===== config.mk =====
export PLATFORM = sky130hd
export DESIGN_NAME = codec_i2c_responder
export DESIGN_NICKNAME = d
export VERILOG_FILES = /design/src/rtl/codec_i2c_pkg.sv /design/src/rtl/i2c_bus_cond.sv /design/src/rtl/codec_i2c_responder.sv
export SDC_FILE = /design/constraint.sdc
export NUM_CORES = 1
export LEC_CHECK = 0
export ABC_AREA = 1
export BUFFER_PORTS_ARGS = -buffer_cell sky130_fd_sc_hd__buf_2
export CAP_MARGIN = 10
export CELL_PAD_IN_SITES_DETAIL_PLACEMENT = 0
export CELL_PAD_IN_SITES_GLOBAL_PLACEMENT = 1
export CORE_UTILIZATION = 48
export DETAILED_ROUTE_END_ITERATION = 10
export PLACE_DENSITY = 0.87
export SLEW_MARGIN = 30
export SYNTH_ARGS = -nofsm -noshare
export SYNTH_HDL_FRONTEND = slang
export SYNTH_HIERARCHICAL = 1
export SYNTH_SLANG_ARGS = --single-unit

===== constraint.sdc =====
create_clock -name clk -period 3.45 [get_ports clk]
set_input_delay 0.345 -clock clk [delete_from_list [all_inputs] [get_ports clk]]
set_output_delay 0.345 -clock clk [all_outputs]
set_load 0.05 [all_outputs]

===== src/rtl/codec_i2c_pkg.sv =====
// Shared types and constants for the codec control-port I2C responder:
// FSM state encoding, register file size and the codec's power-on values.
package codec_i2c_pkg;

   typedef enum logic [2:0] {
      IDLE,
      ADDR,
      ACK_A,
      BYTE1,
      ACK_1,
      BYTE2,
      ACK_2,
      IGNORE
   } state_t;

   localparam int         REG_COUNT = 10;
   localparam logic [6:0] RESET_REG = 7'h0F;

   // Power-on contents of R0..R9; also restored by a write to RESET_REG.
   localparam logic [8:0] REG_DEFAULTS [REG_COUNT] = '{
      9'h097, 9'h097, 9'h079, 9'h079, 9'h00A,
      9'h008, 9'h09F, 9'h00A, 9'h000, 9'h000
   };

endpackage


===== src/rtl/i2c_bus_cond.sv =====
// SCL/SDA conditioning: synchronizer, optional 3-sample majority filter
// (CODEC_I2C_RESPONDER_GLITCH_FILTER_EN), then registered SCL edge and
// START/STOP events. Every event is valid for exactly one clk.
module i2c_bus_cond #(
   parameter int SYNC_STAGES = 2
) (
   input  logic clk,
   input  logic reset,
   input  logic i2c_clk,
   input  logic i2c_dat,
   output logic sda_bit,
   output logic scl_rise,
   output logic scl_fall,
   output logic start,
   output logic stop
);

   logic [SYNC_STAGES-1:0] scl_sync;
   logic [SYNC_STAGES-1:0] sda_sync;
   logic                   scl_cur;
   logic                   sda_cur;
   logic                   scl_prev;
   logic                   sda_prev;

   // Metastability synchronizer; resets to the idle (released) bus level.
   always_ff @(posedge clk) begin
      if (!reset) begin
         scl_sync <= '1;
         sda_sync <= '1;
      end else begin
         scl_sync <= {scl_sync[SYNC_STAGES-2:0], i2c_clk};
         sda_sync <= {sda_sync[SYNC_STAGES-2:0], i2c_dat};
      end
   end

`ifdef CODEC_I2C_RESPONDER_GLITCH_FILTER_EN
   logic [1:0] scl_hist;
   logic [1:0] sda_hist;

   function automatic logic maj3(input logic a, input logic b, input logic c);
      return (a & b) | (a & c) | (b & c);
   endfunction

   // Majority of the current and two previous samples: a single-clk pulse never wins.
   always_ff @(posedge clk) begin
      if (!reset) begin
         scl_hist <= '1;
         sda_hist <= '1;
         scl_cur  <= 1'b1;
         sda_cur  <= 1'b1;
      end else begin
         scl_hist <= {scl_hist[0], scl_sync[SYNC_STAGES-1]};
         sda_hist <= {sda_hist[0], sda_sync[SYNC_STAGES-1]};
         scl_cur  <= maj3(scl_sync[SYNC_STAGES-1], scl_hist[0], scl_hist[1]);
         sda_cur  <= maj3(sda_sync[SYNC_STAGES-1], sda_hist[0], sda_hist[1]);
      end
   end
`else
   assign scl_cur = scl_sync[SYNC_STAGES-1];
   assign sda_cur = sda_sync[SYNC_STAGES-1];
`endif

   // Edge detect; events are registered so the FSM acts one clk after the edge.
   always_ff @(posedge clk) begin
      if (!reset) begin
         scl_prev <= 1'b1;
         sda_prev <= 1'b1;
         sda_bit  <= 1'b1;
         scl_rise <= 1'b0;
         scl_fall <= 1'b0;
         start    <= 1'b0;
         stop     <= 1'b0;
      end else begin
         scl_prev <= scl_cur;
         sda_prev <= sda_cur;
         sda_bit  <= sda_cur;
         scl_rise <= scl_cur & ~scl_prev;
         scl_fall <= ~scl_cur & scl_prev;
         start    <= scl_cur & scl_prev & sda_prev & ~sda_cur;
         stop     <= scl_cur & scl_prev & ~sda_prev & sda_cur;
      end
   end

endmodule


===== src/rtl/codec_i2c_responder.sv =====
// I2C target modelling the audio codec's write-only control port.
// Frame: address byte, {reg[6:0], data[8]}, data[7:0]; commits to a 16 x 9
// register space of which R0..R9 are stored. Optional input glitch filter:
// CODEC_I2C_RESPONDER_GLITCH_FILTER_EN.
module codec_i2c_responder
   import codec_i2c_pkg::*;
#(
   parameter logic [6:0] DEV_ADDR    = 7'h1A,
   parameter int         SYNC_STAGES = 2
) (
   input  logic       clk,
   input  logic       reset,
   input  logic       i2c_clk,
   input  logic       i2c_dat_i,
   output logic       i2c_dat_oe,
   input  logic [3:0] rd_idx,
   output logic [8:0] rd_data,
   output logic       wr_strobe,
   output logic [6:0] wr_idx,
   output logic [8:0] wr_data,
   output logic       busy
);

   logic       sda_bit, scl_rise, scl_fall, start, stop;
   state_t     state_q, state_d;
   logic [3:0] cnt_q, cnt_d;
   logic [7:0] shreg_q, shreg_d;
   logic [7:0] byte1_q, byte1_d;
   logic       oe_q, oe_d;
   logic       commit;
   logic [6:0] commit_reg;
   logic [8:0] commit_data;
   logic [8:0] regs [REG_COUNT];

   i2c_bus_cond #(.SYNC_STAGES(SYNC_STAGES)) u_bus_cond (
      .clk      (clk),
      .reset    (reset),
      .i2c_clk  (i2c_clk),
      .i2c_dat  (i2c_dat_i),
      .sda_bit  (sda_bit),
      .scl_rise (scl_rise),
      .scl_fall (scl_fall),
      .start    (start),
      .stop     (stop)
   );

   assign commit_reg  = byte1_q[7:1];
   assign commit_data = {byte1_q[0], shreg_q};

   // Next-state logic: STOP/START override everything, bits shift on SCL
   // rise, byte decisions and ACK release happen on SCL fall.
   always_comb begin
      state_d = state_q;
      cnt_d   = cnt_q;
      shreg_d = shreg_q;
      byte1_d = byte1_q;
      oe_d    = oe_q;
      commit  = 1'b0;
      if (stop) begin
         state_d = IDLE;
         oe_d    = 1'b0;
         cnt_d   = '0;
      end else if (start) begin
         state_d = ADDR;
         oe_d    = 1'b0;
         cnt_d   = '0;
      end else begin
         case (state_q)
            ADDR, BYTE1, BYTE2: begin
               if (scl_rise && cnt_q != 4'd8) begin
                  shreg_d = {shreg_q[6:0], sda_bit};
                  cnt_d   = cnt_q + 4'd1;
               end else if (scl_fall && cnt_q == 4'd8) begin
                  cnt_d = '0;
                  case (state_q)
                     ADDR: begin
                        // Only a write to our address is ACKed; reads are NACKed.
                        if (shreg_q == {DEV_ADDR, 1'b0}) begin
                           oe_d    = 1'b1;
                           state_d = ACK_A;
                        end else begin
                           state_d = IGNORE;
                        end
                     end
                     BYTE1: begin
                        byte1_d = shreg_q;
                        oe_d    = 1'b1;
                        state_d = ACK_1;
                     end
                     default: begin
                        commit  = 1'b1;
                        oe_d    = 1'b1;
                        state_d = ACK_2;
                     end
                  endcase
               end
            end
            ACK_A, ACK_1, ACK_2: begin
               // Entered on a fall, so the next fall ends the ACK clock period.
               if (scl_fall) begin
                  oe_d = 1'b0;
                  case (state_q)
                     ACK_A:   state_d = BYTE1;
                     ACK_1:   state_d = BYTE2;
                     default: state_d = IGNORE;
                  endcase
               end
            end
            default: ;
         endcase
      end
   end

   // FSM and shift-path registers.
   always_ff @(posedge clk) begin
      if (!reset) begin
         state_q <= IDLE;
         cnt_q   <= '0;
         shreg_q <= '0;
         byte1_q <= '0;
         oe_q    <= 1'b0;
      end else begin
         state_q <= state_d;
         cnt_q   <= cnt_d;
         shreg_q <= shreg_d;
         byte1_q <= byte1_d;
         oe_q    <= oe_d;
      end
   end

   // Commit report: one-clk strobe plus the last committed address and data.
   always_ff @(posedge clk) begin
      if (!reset) begin
         wr_strobe <= 1'b0;
         wr_idx    <= '0;
         wr_data   <= '0;
      end else begin
         wr_strobe <= commit;
         if (commit) begin
            wr_idx  <= commit_reg;
            wr_data <= commit_data;
         end
      end
   end

   // Register file: RESET_REG reloads defaults, other out-of-range addresses are dropped.
   always_ff @(posedge clk) begin
      if (!reset || (commit && commit_reg == RESET_REG)) begin
         regs <= REG_DEFAULTS;
      end else if (commit && commit_reg < 7'(REG_COUNT)) begin
         regs[commit_reg[3:0]] <= commit_data;
      end
   end

   assign rd_data    = (rd_idx < 4'(REG_COUNT)) ? regs[rd_idx] : '0;
   assign i2c_dat_oe = oe_q;
   assign busy       = (state_q != IDLE);

endmodule


==> results of run 1 <==
[worst min-delay path, cell delays in order]
cell and delay [ns]:
buf_2 0.07, inv_1 0.03, nand2_1 0.04
[metal layers]
metal / wire length, µm / vias to the layer above / part of all wire (%)
li1: - / 3017 / -
met1: 7920 / 2550 / 49
met2: 6920 / 135 / 43
met3: 1090 / 13 / 6.8
met4: 204 / 0 / 1.3
met5: 0 / - / 0
[cell type report]
cell class	instances	area [µm²]
Tap cell	176	220
Timing Repair Buffer	41	220
Fill cell	1299	5940
Sequential cell	141	2820
Inverter	106	399
Multi-Input combinational cell	640	3010
Clock inverter	13	235
Clock buffer	19	453
[logic make-up (layout without fill, tap and decap cells)]
| group | after synthesis | in the layout | share of synthesized area [%] |
|---|---|---|---|
| adder cells (fa/ha/maj) | 2 | 2 | 0.382 |
| flip-flops | 141 | 141 | 43.1 |
| buffers and inverters | 163 | 179 | 11.0 |
| AND/OR/NAND/NOR | 491 | 491 | 33.6 |
| AO/OA/AOI/OAI | 145 | 145 | 11.7 |
| XOR/XNOR | 2 | 2 | 0.267 |
[sequential cells by signal, indices dropped and copies added (netlist names), 2 cells and up]
name	count
regs	90
cnt_q	4
byte1_q	8
wr_data	9
shreg_q	8
state_q	3
wr_idx	7
u_bus_cond/scl_sync	2
u_bus_cond/sda_sync	2
[per-stage QoR]
step | power [mW] | instances
2_1_floorplan | 2.00 | 944
3_3_place_gp | 2.09 | 1104
3_5_place_dp | 2.09 | 1104
4_1_cts | 4.21 | 1136
5_1_grt | 4.33 | 1136
6_report | 4.18 | 1136
[worst paths after layout]
check                                                        from                           endpoint  cells after the start
worst max-delay path                                    rd_idx[0]                         rd_data[8]                      7
worst min-delay path                                    i2c_dat_i  u_bus_cond/sda_sync[0]$_SDFF_PN1_                      3
worst max register to register              cnt_q[0]$_SDFFE_PP0P_              regs[76]$_SDFFE_PP1P_                     11
worst min register to register  u_bus_cond/scl_sync[0]$_SDFF_PN1_  u_bus_cond/scl_sync[1]$_SDFF_PN1_                      2
[power breakdown]
part | switching (mW) | internal, mW | total (mW)
Sequential | 0.0529 | 1.65 | 1.71
Clock | 0.726 | 1.40 | 2.13
Combinational | 0.253 | 0.0924 | 0.345
[placed cells by master, fill, tap and decap left out]
cell | Yosys | layout
nand2_1 | 215 | 215
nor2_1 | 155 | 154
dfxtp_1 | 141 | 141
inv_1 | 98 | 98
o21ai_0 | 72 | 72
nand3_1 | 59 | 59
a21oi_1 | 57 | 57
buf_2 | 15 | 35
nand4_1 | 32 | 32
clkbuf_16 | 0 | 17
o211ai_1 | 12 | 12
nor2_2 | 9 | 10
inv_2 | 7 | 6
nand4_2 | 6 | 6
bufinv_16 | 0 | 6
buf_4 | 2 | 6
nand2_2 | 4 | 4
nor2_4 | 3 | 3
clkinv_2 | 0 | 2
nand4_4 | 2 | 2
nand3_4 | 2 | 2
ha_1 | 2 | 2
clkbuf_8 | 0 | 2
clkinvlp_4 | 0 | 2
clkinv_4 | 0 | 2
inv_6 | 0 | 2
o21ai_2 | 1 | 1
xor2_1 | 1 | 1
a22oi_1 | 1 | 1
or2_2 | 1 | 1
xnor2_1 | 1 | 1
clkinv_1 | 1 | 1
o2111ai_1 | 1 | 1
nor2_8 | 1 | 1
nor3_2 | 1 | 1
o21ai_1 | 1 | 1
nand3_2 | 1 | 1
==> flow_summary_export.csv, run 1 <==
group,metric,value,unit
drt,ant_nets,0,
clocking,clock_sinks,141,
global_route,grt_use_met2,36.5,%
sta,period_share,67.5,%
place,routabilityCongestion,0.791,
synthesis,syn_nets,954,
worst_setup_path,cp_max_fo,65,
global_route,grt_start_max_net_pins,90,
clocking,cts.htree.levels,4,
clocking,cts_tree,"done",
global_route,grt.met1_usage,34.6,%
worst_setup_path,arrival,1.98,ns
final_layout,drive_gt1_share,11.7,%
sta,finalSetupTns,0,ns
pwr,irDropWorstVdd,0.298,mV
sta,setup_viol,0,
synthesis,synth-edff-count,0,
worst_setup_path,startpoint_type,"input port",
worst_setup_path,cp_slowest_cell,"buf_4",
global_route,antenna_found_initial,0,
synthesis,async_flop_share,0,%
clocking,post_cts_buffers,0,
run,drv_cap,0,
synthesis,synth-main-ff-cell,"dfxtp_1",
sta,slew_violations,0,
worst_setup_path,cp_slowest_stage_delay,0.49,ns
worst_setup_path,worst-path-buf-inv,3,
sta,finalCriticalPeriod,2.33,ns
synthesis,ys_warn_count,6,
synthesis,ys_ff_latch,141,
hold_path,min_path_type,"input port to register",
drt,initialDrtViolationCount,601,
worst_setup_path,crit_chain,"buf_2 > buf_4 > o21ai_0 > nand3_1 > nand3_1 > o21ai_0 > buf_2",
floorplan,io_pins,36,
clocking,cts_made_buffers,17,
synthesis,synthesis.area,6550,µm²
final_layout,finish.utilization,55.4,%
synthesis,synth_area_leaders,"dfxtp_1, nand2_1, nor2_1",
floorplan,core,13300,µm²
global_route,top_usage_layer,"met2",
drt,drtPass1Iterations,6,
synthesis,synth-seq-area-share,43.1,%
sta,slew-limit-headroom,37.0,%
clocking,ctsHoldBuffers,0,
floorplan,start_util,49.3,%
synthesis,yosysMostFrequentCell,"nand2_1",
global_route,grt_use_met3,6.13,%
clocking,clk_latency,0.43,ns
pwr,total_leakage_power,3.66,nW
outcome,status,"complete, no violations",
place,place.port_buffers,35,
worst_setup_path,critical_path_required,3.11,ns
worst_setup_path,critPathKind,"input port to output port",
place,dpl_worst_slack,1.16,ns
drt,wl_per_cell,14.2,µm
sta,clock.fmax,430,MHz
sta,fin_hold_ws,0.0779,ns
synthesis,synth_common_cells,"nand2_1, nor2_1, dfxtp_1",
global_route,grt_usage,24.5,%
synthesis,synth_cells,944,
place,placed_cell_area,6670,µm²
synthesis,synth_top_area_share,43.1,%
final_layout,finalNetCount,957,
clocking,path_clk_slew,0.06,ns
sta,fin_ws,1.12,ns
final_layout,insertedDiodeCount,0,
synthesis,synth_area_per_cell,6.94,µm²
drt,num_vias,5715,
final_layout,syn_to_final_growth,12.3,%
pwr,powerDensity,567,nW/µm²
worst_setup_path,cp_top_family,"buffers and inverters",
sta,worstMarginPinSlew,0.944,ns
clocking,clk_path_buf_depth,2,
global_route,grt_pass1_wl,27100,µm
worst_setup_path,end_kind,"output port",
floorplan,fp-row-count,42,
sta,hold_violations,0,
sta,skew,0.0138,ns
final_layout,finalInstanceArea,7360,µm²
global_route,grt_overflow_total,0,
clocking,cts-resized-gates,0,
drt,drc,0,
synthesis,yosysTopAreaCell,"dfxtp_1",
synthesis,synth_cell_types,34,
clocking,cts_root_buffer,"clkbuf_16",
global_route,first_global_vias,5260,
floorplan,dieArea,14100,µm²
drt,viasPerCell,5.03,
sta,rsz0062_at_grt,"false",
floorplan,die_w,119,µm
worst_setup_path,reg2reg_slack,1.19,ns
drt,routed_wl,16100,µm
floorplan,die_height,119,µm
place,hpwlAfterDp,10300,µm
(Power assumes the default switching activity.)
==> run 2: changes to the inputs <==
Settings changed: CORE_UTILIZATION 48 to 44, PLACE_DENSITY 0.87 to 0.81.
Clock period 3.45 ns to 2.3 ns, I/O delays scaled along.
==> flow_summary_export.csv, run 2 (synthesis results as in run 1) <==
group,metric,value,unit
outcome,status,"complete, no violations",
place,hpwlAfterDp,10900,µm
worst_setup_path,end_kind,"register",
final_layout,layout_commonest_cell,"nand2_1",
floorplan,die_w,124,µm
global_route,grt_usage,24.0,%
drt,initialDrtViolationCount,402,
worst_setup_path,reg2reg_slack,0.26,ns
sta,period_share,88.7,%
pwr,powerDensity,797,nW/µm²
clocking,clock_sinks,141,
floorplan,start_util,45.1,%
clocking,cts.htree.levels,4,
drt,wl_per_cell,14.5,µm
clocking,clk_path_buf_depth,2,
floorplan,die_height,124,µm
drt,drtPass1Iterations,5,
pwr,irDropWorstVdd,0.550,mV
sta,skew,0.00803,ns
final_layout,syn_to_final_growth,14.2,%
sta,finalCriticalPeriod,2.04,ns
pwr,pwr-share-clk,47.8,%
clocking,post_cts_buffers,0,
clocking,cts_root_buffer,"clkbuf_16",
drt,ant_nets,0,
place,routabilityCongestion,0.803,
clocking,cts_tree,"done",
final_layout,largest_register_ffs,90,
pwr,seqPwrFrac,42.3,%
final_layout,insertedDiodeCount,0,
pwr,power,5.96,mW
worst_setup_path,critPathKind,"register to register",
final_layout,regMostFlops,"regs",
worst_setup_path,cp_top_family,"simple AND/OR/NAND/NOR gates",
final_layout,nFillCells,1476,
sta,hold_violations,0,
final_layout,drive_gt1_share,13.2,%
worst_setup_path,cp_max_fo,16,
hold_path,min_path_type,"input port to register",
final_layout,layout_common_cells,"nand2_1, nor2_1, dfxtp_1, inv_1, o21ai_0",
sta,finalSetupTns,0,ns
pwr,total_leakage_power,3.73,nW
worst_setup_path,critical_path_required,2.59,ns
sta,worstMarginPinSlew,0.607,ns
drt,routed_wl,16800,µm
worst_setup_path,startpoint_type,"register",
pwr,pwr-share-comb,9.9,%
worst_setup_path,crit_chain,"inv_1 > ha_1 > nand2_2 > nor2_4 > nand3_4 > nor2_8 > nand4_2 > nand2_1 > nand3_1",
floorplan,io_pins,36,
worst_setup_path,arrival,2.33,ns
sta,setup_viol,0,
drt,num_vias,5749,
drt,drc,0,
final_layout,multiInputGateArea,3020,µm²
drt,viasPerCell,4.94,
floorplan,dieArea,15400,µm²
floorplan,core,14500,µm²
worst_setup_path,worst-path-buf-inv,1,
global_route,grt_overflow_total,0,
clocking,path_clk_slew,0.06,ns
final_layout,finalNetCount,977,
pwr,p_int,4.37,mW
sta,slew_violations,0,
pwr,p_sw,1.59,mW
global_route,grt_start_max_net_pins,90,
worst_setup_path,cp_slowest_stage_delay,0.44,ns
sta,slew-limit-headroom,59.4,%
global_route,grt_pass1_wl,27900,µm
global_route,first_global_vias,5214,
sta,rsz0062_at_grt,"false",
run,drv_cap,0,
worst_setup_path,cp_slowest_cell,"nand4_2",
clocking,cts_made_buffers,17,
pwr,p_sw_share,26.7,%
global_route,antenna_found_initial,0,
clocking,clk_latency,0.42,ns
sta,clock.fmax,490,MHz
final_layout,register_area,2820,µm²
place,place.port_buffers,35,
final_layout,reg.largest.list,"regs: 90 flops, wr_data: 9 flops",
floorplan,fp-row-count,44,
==> run 2: cell types whose count changed in the layout (fill, tap and decap cells not counted), moves of 2 or more <==
| cell | delta |
|---|---|
| clkbuf_8 | -2 |
| bufinv_16 | -3 |
| buf_4 | +16 |
| inv_6 | +2 |
| buf_12 | +2 |
| dlygate4sd3_1 | +2 |
==> run 2: layer usage <==
metal  global-route usage (%)  vias to the layer above  wire, µm
li1                         -                     3055         -
met5                        0                        -         0
met4                     9.30                        0       419
met1                     33.7                     2541      8410
met2                     35.5                      128      7160
met3                     5.31                       25       848
==> run 2: area by class of cell <==
class                           count  share of cell area [%]
Multi-Input combinational cell    640                    40.3
Sequential cell                   141                    37.7
Clock buffer                       17                    5.69
Timing Repair Buffer               61                    5.35
Inverter                          106                    5.32
Tap cell                          184                    3.08
Clock inverter                     15                    2.51
==> run 2: per-stage QoR <==
stage	utilization [%]	hold slack (ns)	worst slack, ns	area, µm²	instances
after global routing	51.5	0.127	0.0311	7480	1164
after global placement	47.0	0.384	0.325	6840	1130
after detailed placement	47.0	0.388	0.305	6840	1130
final	51.5	0.123	0.260	7480	1164
after floorplan	-	0.315	0.0237	6550	944
after CTS	51.4	0.111	0.269	7470	1164
==> run 2: what timing repair did <==
item,CTS,global route
setup endpoints to repair,0,1
resized for setup,0,1
endpoints found under the hold margin,2,0
hold buffers,2,0
==> run 2: power by group through the flow <==
stage | registers, mW | logic, mW | clock network [mW]
floorplan | 2.57 | 0.434 | 0
CTS | 2.52 | 0.590 | 2.89
global placement | 2.58 | 0.590 | 0
global route | 2.53 | 0.648 | 3.01
finish | 2.52 | 0.590 | 2.85
detailed placement | 2.57 | 0.585 | 0
==> run 2: path summary, 6_finish.rpt <==
path | start | endpoint | depth (start not counted)
worst min register to register | u_bus_cond/sda_sync[0]$_SDFF_PN1_ | u_bus_cond/sda_sync[1]$_SDFF_PN1_ | 2
worst max register to register | cnt_q[0]$_SDFFE_PP0P_ | regs[46]$_SDFFE_PP1P_ | 9
worst max-delay path | cnt_q[0]$_SDFFE_PP0P_ | regs[46]$_SDFFE_PP1P_ | 9
worst min-delay path | reset | u_bus_cond/scl_sync[1]$_SDFF_PN1_ | 2
==> run 3: changes to the inputs <==
Settings changed: BUFFER_PORTS_ARGS -buffer_cell sky130_fd_sc_hd__buf_2 to unset, CORE_UTILIZATION 44 to 46, DONT_BUFFER_PORTS set to 1.
==> flow_summary_export.csv, run 3 (synthesis results as in run 1) <==
group,metric,value,unit
outcome,status,"complete, no violations",
clocking,path_clk_slew,0.06,ns
drt,num_vias,5899,
sta,clock.fmax,484,MHz
place,dpl_worst_slack,0.285,ns
clocking,cts-resized-gates,0,
floorplan,die_height,121,µm
sta,rsz0062_at_grt,"false",
worst_setup_path,cp_max_fo,18,
worst_setup_path,arrival,2.42,ns
floorplan,die_w,121,µm
hold_path,hold_path_depth,2,
worst_setup_path,crit_chain,"inv_1 > ha_1 > nand2_2 > nor2_4 > nand3_4 > nor2_8 > buf_4 > nand4_2 > nand2_1 > nand2_1 > nor2_1",
clocking,cts.htree.levels,4,
floorplan,core,13900,µm²
pwr,powerDensity,805,nW/µm²
worst_setup_path,critical_path_required,2.65,ns
pwr,p_sw_share,27.5,%
clocking,clk_path_buf_depth,2,
sta,fin_ws,0.236,ns
drt,routed_wl,16900,µm
sta,worstMarginPinSlew,0.733,ns
place,routabilityCongestion,0.803,
place,dp.cells,1092,
pwr,pwr-share-clk,47.9,%
final_layout,insertedDiodeCount,0,
worst_setup_path,cp_slowest_stage_delay,0.39,ns
pwr,p_int,4.27,mW
sta,slew-limit-headroom,51.1,%
final_layout,register_area,2820,µm²
pwr,pwr-share-comb,9.3,%
worst_setup_path,cp.depth,11,
sta,setup_viol,0,
hold_path,min_path_type,"input port to register",
clocking,clk_latency,0.42,ns
floorplan,dieArea,14700,µm²
pwr,p_sw,1.62,mW
final_layout,largest_register_ffs,90,
worst_setup_path,rr_endpoint,"regs[2]$_SDFFE_PP0P_",
final_layout,layout_common_cells,"nand2_1, nor2_1, dfxtp_1, inv_1, o21ai_0",
worst_setup_path,cpMostUsedCell,"nand2_1",
pwr,irDropWorstVdd,0.677,mV
global_route,grt_usage,23.9,%
final_layout,finalNetCount,944,
drt,drc,0,
final_layout,nFillCells,1387,
sta,finalCriticalPeriod,2.06,ns
clocking,cts_root_buffer,"clkbuf_16",
global_route,first_global_vias,5196,
final_layout,final_cells,1127,
final_layout,reg.largest.list,"regs: 90 flops, wr_data: 9 flops",
final_layout,drive_gt1_share,10.1,%
worst_setup_path,cp_top_family,"simple AND/OR/NAND/NOR gates",
clocking,clock_sinks,141,
drt,initialDrtViolationCount,487,
worst_setup_path,startpoint_type,"register",
global_route,grt_start_max_net_pins,67,
worst_setup_path,worst-path-buf-inv,2,
floorplan,start_util,47.2,%
worst_setup_path,end_kind,"register",
clocking,cts_tree,"done",
drt,wl_per_cell,15.0,µm
sta,finalSetupTns,0,ns
run,drv_cap,0,
sta,skew,0.00811,ns
floorplan,fp-row-count,43,
sta,period_share,89.8,%
place,place.port_buffers,0,
worst_setup_path,reg2regPathDepth,11,
final_layout,layout_commonest_cell,"nand2_1",
final_layout,multiInputGateArea,3010,µm²
place,hpwlAfterDp,10600,µm
worst_setup_path,cp-endpoint,"regs[2]$_SDFFE_PP0P_",
clocking,cts_made_buffers,17,
floorplan,io_pins,36,
global_route,grt_pass1_wl,26800,µm
final_layout,regMostFlops,"regs",
global_route,grt_overflow_total,0,
worst_setup_path,critPathKind,"register to register",
drt,drtPass1Iterations,5,
worst_setup_path,cp_slowest_cell,"nand4_2",
drt,viasPerCell,5.23,
sta,hold_violations,0,
pwr,total_leakage_power,3.58,nW
worst_setup_path,reg2reg_slack,0.24,ns
worst_setup_path,r2r-start,"cnt_q[0]$_SDFFE_PP0P_",
worst_setup_path,crit_start,"cnt_q[0]$_SDFFE_PP0P_",
global_route,antenna_found_initial,0,
sta,slew_violations,0,
drt,ant_nets,0,
final_layout,syn_to_final_growth,11.5,%
pwr,seqPwrFrac,42.8,%
## run 3: cell types whose count changed in the layout (fill, tap and decap cells not counted), moves of 2 or more
cell	change
o21ai_1	+7
buf_2	-35
inv_8	+2
o21ai_0	-7
## run 3: per-stage QoR
| step | utilization (%) | total power, mW | area [µm²] | hold WS [ns] |
|---|---|---|---|---|
| after detailed placement | 48.0 | 3.10 | 6670 | 0.308 |
| after global placement | 48.0 | 3.09 | 6670 | 0.306 |
| final | 52.6 | 5.88 | 7310 | 0.0629 |
| after global routing | 52.6 | 6.09 | 7310 | 0.0535 |
| after CTS | 52.6 | 5.93 | 7310 | 0.0458 |
| after floorplan | - | 3.00 | 6550 | 0.315 |
## run 3: worst min path at each step
stage,start,end,slack (ns)
2_1_floorplan,i2c_clk,u_bus_cond/scl_sync[0]$_SDFF_PN1_,0.31
3_3_place_gp,reset,u_bus_cond/scl_sync[1]$_SDFF_PN1_,0.31
3_5_place_dp,reset,u_bus_cond/sda_sync[0]$_SDFF_PN1_,0.31
4_1_cts,reset,u_bus_cond/sda_prev$_SDFF_PN1_,0.05
5_1_grt,reset,u_bus_cond/scl_sync[0]$_SDFF_PN1_,0.05
6_report,reset,u_bus_cond/scl_prev$_SDFF_PN1_,0.06
## run 3: power groups by stage
stage	clock network, mW	logic [mW]	registers [mW]
floorplan	0	0.434	2.57
global route	2.96	0.607	2.52
detailed placement	0	0.532	2.57
finish	2.82	0.547	2.52
global placement	0	0.522	2.57
CTS	2.86	0.548	2.52
## run 3: per-layer routing
| metal | track usage [%] | share of wire [%] | vias to the layer above |
|---|---|---|---|
| li1 | - | - | 2987 |
| met1 | 31.3 | 47 | 2721 |
| met2 | 38.2 | 46 | 165 |
| met3 | 5.59 | 5.1 | 26 |
| met4 | 7.95 | 1.8 | 0 |
| met5 | 0 | 0 | - |
## run 3: what timing repair did
action,in CTS,in global routing
setup buffers,0,0
endpoints found under the setup margin,0,0
hold buffers,3,0
hold endpoints to repair,44,0
## run 3: cell type report
class                      instances  area share, %
inverter                         106           5.45
sequential                       141           38.6
clock inverter                    15           2.41
clock buffer                      17           5.82
timing repair buffer              28           3.46
tap                              180           3.08
multi-input combinational        640           41.1
## run 3: worst register-to-register path: stages (launching register included)
cell,delay [ns]
dfxtp_1,0.33
inv_1,0.08
ha_1,0.18
nand2_2,0.08
nor2_4,0.12
nand3_4,0.10
nor2_8,0.10
buf_4,0.24
nand4_2,0.40
nand2_1,0.17
nand2_1,0.08
nor2_1,0.13
